## src/rtl/seq_divmod_pkg.sv

```systemverilog
// seq_divmod_pkg: shared FSM encoding and counter sizing for the sequential divider.
package seq_divmod_pkg;

    typedef enum logic [1:0] {IDLE, RUN, DONE} state_t;

    function automatic int cnt_width(input int dw);
        return $clog2(dw + 1);
    endfunction

endpackage

```

## src/rtl/divmod_step.sv

```systemverilog
// divmod_step: one combinational restoring-division iteration (shift in a dividend bit, trial subtract).
module divmod_step
    import seq_divmod_pkg::*;
#(
    parameter int DATAWIDTH = 8
) (
    input  logic [DATAWIDTH-1:0] p,
    input  logic                 msb,
    input  logic [DATAWIDTH-1:0] divisor,
    output logic [DATAWIDTH-1:0] p_next,
    output logic                 qbit
);

    logic [DATAWIDTH:0] ps, t;

    assign ps     = {p, msb};
    assign t      = ps - {1'b0, divisor};
    assign qbit   = ~t[DATAWIDTH];
    assign p_next = qbit ? t[DATAWIDTH-1:0] : ps[DATAWIDTH-1:0];

endmodule

```

## src/rtl/seq_divmod.sv

```systemverilog
// seq_divmod: multi-cycle restoring divider, one quotient bit per clock, start/done handshake.
// Define SEQ_DIVMOD_SIGNED_EN for two's-complement operands with truncating division.
module seq_divmod
    import seq_divmod_pkg::*;
#(
    parameter int DATAWIDTH = 8
) (
    input  logic                 Clk,
    input  logic                 Rst,
    input  logic                 start,
    input  logic [DATAWIDTH-1:0] a,
    input  logic [DATAWIDTH-1:0] b,
    output logic                 busy,
    output logic                 done,
    output logic [DATAWIDTH-1:0] quot,
    output logic [DATAWIDTH-1:0] rem,
    output logic                 div_by_zero
);

    localparam int CW = cnt_width(DATAWIDTH);

    state_t               state, state_n;
    logic [DATAWIDTH-1:0] dvd, dvs, p, a_lat, p_next, ua, ub, qraw, qfin, rfin;
    logic [CW-1:0]        cnt;
    logic                 qbit, dz, last;

    assign qraw = {dvd[DATAWIDTH-2:0], qbit};

`ifdef SEQ_DIVMOD_SIGNED_EN
    logic neg_q, neg_r;
    assign ua   = a[DATAWIDTH-1] ? -a : a;
    assign ub   = b[DATAWIDTH-1] ? -b : b;
    assign qfin = dz ? (a_lat[DATAWIDTH-1] ? DATAWIDTH'(1) : '1) : neg_q ? -qraw : qraw;
    assign rfin = dz ? a_lat : neg_r ? -p_next : p_next;
    always_ff @(posedge Clk or posedge Rst) begin
        if (Rst) begin
            neg_q <= 1'b0;
            neg_r <= 1'b0;
        end else if (state == IDLE && start) begin
            neg_q <= a[DATAWIDTH-1] ^ b[DATAWIDTH-1];
            neg_r <= a[DATAWIDTH-1];
        end
    end
`else
    assign ua   = a;
    assign ub   = b;
    assign qfin = dz ? '1 : qraw;
    assign rfin = dz ? a_lat : p_next;
`endif

    assign last = cnt == CW'(1);
    assign busy = state != IDLE;
    assign done = state == DONE;

    divmod_step #(.DATAWIDTH(DATAWIDTH)) u_step (
        .p      (p),
        .msb    (dvd[DATAWIDTH-1]),
        .divisor(dvs),
        .p_next (p_next),
        .qbit   (qbit)
    );

    always_ff @(posedge Clk or posedge Rst) begin
        if (Rst) state <= IDLE;
        else     state <= state_n;
    end

    always_comb begin
        state_n = (state == IDLE) ? (start ? RUN : IDLE) : (state == RUN) ? (last ? DONE : RUN) : IDLE;
    end

    // A zero divisor spends a single RUN cycle so its result lands one edge after the start edge.
    always_ff @(posedge Clk or posedge Rst) begin
        if (Rst) begin
            dvd         <= '0;
            dvs         <= '0;
            p           <= '0;
            a_lat       <= '0;
            cnt         <= '0;
            dz          <= 1'b0;
            quot        <= '0;
            rem         <= '0;
            div_by_zero <= 1'b0;
        end else if (state == IDLE && start) begin
            dvd   <= ua;
            dvs   <= ub;
            p     <= '0;
            a_lat <= a;
            dz    <= b == '0;
            cnt   <= (b == '0) ? CW'(1) : CW'(DATAWIDTH);
        end else if (state == RUN) begin
            dvd <= qraw;
            p   <= p_next;
            cnt <= cnt - CW'(1);
            if (last) begin
                quot        <= qfin;
                rem         <= rfin;
                div_by_zero <= dz;
            end
        end
    end

endmodule

```

## config.mk

```make
export PLATFORM = sky130hd
export DESIGN_NAME = seq_divmod
export DESIGN_NICKNAME = d
export VERILOG_FILES = /design/src/rtl/seq_divmod_pkg.sv /design/src/rtl/divmod_step.sv /design/src/rtl/seq_divmod.sv
export SDC_FILE = /design/constraint.sdc
export NUM_CORES = 1
export LEC_CHECK = 0
export CORE_MARGIN = 2
export CORE_UTILIZATION = 54
export CTS_CLUSTER_DIAMETER = 50
export DETAILED_ROUTE_END_ITERATION = 6
export PLACE_DENSITY = 0.8
export SLEW_MARGIN = 0
export SYNTH_ARGS = -nofsm -noshare
export SYNTH_HDL_FRONTEND = slang
export SYNTH_SLANG_ARGS = --single-unit
```

## constraint.sdc

```tcl
create_clock -name Clk -period 3 [get_ports Clk]
set_clock_uncertainty 0.05 [all_clocks]
set_input_delay 0.75 -clock Clk [delete_from_list [all_inputs] [get_ports Clk]]
set_output_delay 0.75 -clock Clk [all_outputs]
set_load 0.005 [all_outputs]
```

==> results.rst <==
.. list-table::
   :header-rows: 1

   * - Metric
     - Value
   * - Maximum clock frequency
     - approximately 360 MHz
   * - Post-synth EDFFs
     - 0
   * - Num ports
     - 38
   * - Number of failing hold endpoints at the final stage
     - 0
   * - Remaining global-route overflow
     - 0
   * - Dominant cell type by area after synthesis
     - sky130_fd_sc_hd__dfrtp_1
   * - Routability congestion estimate
     - about 0.87
   * - Final number of setup-violating endpoints
     - 0
   * - CTS tree
     - built
   * - Worst Reg-to-Reg Cells
     - 9
   * - Share of the core filled with cells in the final layout
     - 0.6551
   * - Detailed Route Iter0 Violations
     - 250
   * - Wire length per cell
     - 15.15 um
   * - First-pass detailed-route iteration total
     - 5
   * - H-Tree Level Count
     - 2
   * - Data arrival time at the worst-slack endpoint
     - just under 3000 ps
   * - Required arrival time at the worst endpoint
     - 3180 ps
   * - Setup Total Neg Slack
     - 0 ps
   * - Via count of the routed design
     - ~2300
   * - Worst reg-to-reg setup slack
     - around 250 ps
   * - Clock Root Buffer
     - sky130_fd_sc_hd__clkbuf_8
   * - Synthesized area divided by synthesized cell count
     - a little over 9 um^2
   * - Core Footprint
     - around 0.005 mm^2
   * - PwrDens
     - 1217 mW/mm^2
   * - Number of buffers added by the clock tree synthesis step
     - 5
   * - Number of unique standard cell types used by synthesis
     - 40
   * - Slew HR
     - 0.4488
   * - Vias per inst
     - 5.666
   * - CTS-repair resized insts
     - 0
   * - Number of buffers between clock root and the deepest sink
     - 2
   * - Primary FF master, synth
     - sky130_fd_sc_hd__dfrtp_1
   * - Most frequent cell after synthesis
     - sky130_fd_sc_hd__nand2_1
   * - Worst setup endpoint
     - p[7]
   * - Least-Margin Pin Slew
     - just over 800 ps
   * - Buffers added on ports
     - 37
   * - Synth cell count leaders
     - sky130_fd_sc_hd__nand2_1 (67), sky130_fd_sc_hd__dfrtp_1 (56), sky130_fd_sc_hd__nand3_1 (24), sky130_fd_sc_hd__o21ai_0 (24)
   * - Top cells by area in the synthesized netlist
     - sky130_fd_sc_hd__dfrtp_1 (51%), sky130_fd_sc_hd__nand2_1 (9.1%), sky130_fd_sc_hd__ha_1 (4.5%)
   * - Die Outline Area
     - ~0.0057 mm^2
   * - Class of the most critical hold timing path
     - flop to flop
   * - Endpoint of the most critical register-to-register path
     - p[7]
   * - # DRC
     - 0
   * - Outcome
     - completed
   * - Latest clock arrival within the worst-skew pair
     - between 300 and 400 ps
   * - Slew Viols, Final
     - 0
   * - Cell leakage power
     - 1.511 nW
   * - CP Capture Type
     - flop
   * - Height of the die
     - roughly 76 um
   * - Routed WL
     - just over 6000 um
   * - Placed wire-length estimate
     - around 4300 um
   * - Proportion of layout cells with a drive suffix above 1
     - 0.05389
   * - Post-synthesis instance area
     - between 0.002 and 0.003 mm^2
   * - # nets final
     - 363
   * - Category of the critical setup timing path
     - flop to flop
   * - Synth Register Bits
     - 56
   * - Largest driver fanout on the critical path
     - 14
   * - Die boundary width
     - about 76 um
   * - RSZ-0062 raised after global routing
     - false
   * - Vias in the first global route
     - 2114
   * - Number of warnings reported in the yosys synthesis log
     - 0
   * - Area fraction of the dominant cell type after synthesis
     - 0.5075
   * - Final ANT Viol Nets
     - 0
   * - Initial antenna violation count
     - 0
   * - Worst IR drop on VDD
     - 0.6380 mV
   * - Reg-to-Reg Start
     - dvd[7]
   * - First-pass GRT wire length
     - a little over 10000 um
   * - Max-capacitance violation count
     - 0
   * - Starting Density
     - 0.5512
   * - Largest net degree at the start of global routing
     - 57
   * - Area Growth Syn to Fin
     - 18.85%
   * - Sequential element share of the synthesized area
     - 0.5075
   * - Overall Global Routing Usage
     - 0.2338
   * - First element of the critical path
     - dvd[7]
   * - FFs w/ async S/R, synth
     - 1.000
   * - Postcts setup bufs
     - 0
   * - Number of instances in the synthesized netlist
     - around 300
   * - Launching element type of the critical path
     - flop
   * - # rows
     - 26
   * - Clock-pin slew of the registers on the worst-case setup and hold paths
     - around 100 ps
   * - Share of the cycle needed by the critical path after routing
     - 0.9175
   * - CTS Hold Bufs
     - 0
   * - Crit path time final
     - 2753 ps
   * - N_diodes
     - 0
   * - Net count after synthesis
     - 329
   * - Sink Count
     - 56
==> per-stage QoR <==
stage,hold WS [ps],power [W],setup slack (ps),std cells,cell area [um^2]
6_report,431.4,0.003994,247.5,404,3282
3_5_place_dp,405.8,0.003561,298.9,396,3193
4_1_cts,430.2,0.003985,254.9,404,3282
3_3_place_gp,405.1,0.003469,437.2,396,3193
2_1_floorplan,387.6,0.002923,590.5,299,2761
5_1_grt,461.8,0.004357,134.8,404,3282
==> cell families after synthesis <==
family	Yosys count	synth area share
compound gates	64	0.1518
xor+xnor	5	0.01586
fa+ha+maj	11	0.05256
buf+inv	30	0.04350
flops	56	0.5075
mux	8	0.03081
simple gates	125	0.1980
==> how the worst min path moves through the flow <==
stage | start | endpoint | slack [ps] | depth (start not counted)
finish | a_lat[7] | a_lat[7] | 430 | 2
global route | a_lat[0] | a_lat[0] | 460 | 2
CTS | a_lat[7] | a_lat[7] | 430 | 2
detailed placement | a_lat[7] | a_lat[7] | 410 | 2
global placement | a_lat[5] | a_lat[5] | 410 | 2
floorplan | a_lat[5] | a_lat[5] | 390 | 2
==> layout make-up <==
class | instances | area [um^2]
clock buffer | 6 | 72.57
sequential | 56 | 1401
clock inverter | 2 | 16.27
timing repair buffer | 42 | 407.9
tap | 70 | 87.58
multi-input combinational | 213 | 1240
fill | 410 | 1728
inverter | 15 | 56.30
==> power by group <==
group | leakage [nW] | total (W) | switching [W] | internal, W
logic | 0.782 | 0.00222 | 0.00122 | 0.00100
registers | 0.687 | 0.00136 | 0.000236 | 0.00112
clock network | 0.0414 | 0.000415 | 0.000248 | 0.000167
total | 1.51 | 0.00399 | 0.00170 | 0.00229
==> metal layers <==
layer  share of wire  wire length (um)  vias to the layer above  GRT usage
met5               0                 0                        -          0
met1            0.45              2745                     1108     0.3460
met2            0.49              2985                       75     0.3585
met3           0.052               317                        9    0.04497
met4           0.012                73                        0    0.05653
li1                -                 -                     1097          -
==> cell usage in the layout, fill, tap and decap left out, types with 3 or more instances in the layout <==
cell type	n
sky130_fd_sc_hd__buf_4	5
sky130_fd_sc_hd__inv_1	14
sky130_fd_sc_hd__nand3_1	24
sky130_fd_sc_hd__nor3_1	3
sky130_fd_sc_hd__o21ai_1	4
sky130_fd_sc_hd__o211ai_1	13
sky130_fd_sc_hd__ha_1	10
sky130_fd_sc_hd__o21ai_0	24
sky130_fd_sc_hd__nand2_1	67
sky130_fd_sc_hd__a21oi_1	6
sky130_fd_sc_hd__nor2_1	15
sky130_fd_sc_hd__clkbuf_8	5
sky130_fd_sc_hd__dfrtp_1	56
sky130_fd_sc_hd__nor2b_1	3
sky130_fd_sc_hd__xor2_1	4
sky130_fd_sc_hd__clkdlybuf4s50_1	37
sky130_fd_sc_hd__nand2b_1	4
sky130_fd_sc_hd__mux2i_1	7
sky130_fd_sc_hd__nor4_1	3
==> critical path, cell delays in order, from the launching register on <==
cell and delay [ps]:
sky130_fd_sc_hd__dfrtp_1 380, sky130_fd_sc_hd__inv_1 110, sky130_fd_sc_hd__ha_1 190, sky130_fd_sc_hd__inv_1 60, sky130_fd_sc_hd__fa_1 420, sky130_fd_sc_hd__a211oi_2 310
sky130_fd_sc_hd__o211ai_1 150, sky130_fd_sc_hd__a221o_2 520, sky130_fd_sc_hd__a311o_1 340, sky130_fd_sc_hd__o211ai_1 150
==> state kept, by name (all words and copies together), names as in the netlist <==
register	flops
cnt	4
rem	8
state	2
dz	1
dvd	8
dvs	8
div_by_zero	1
a_lat	8
quot	8
p	8
Note: power is estimated with default switching activity, not from simulation.
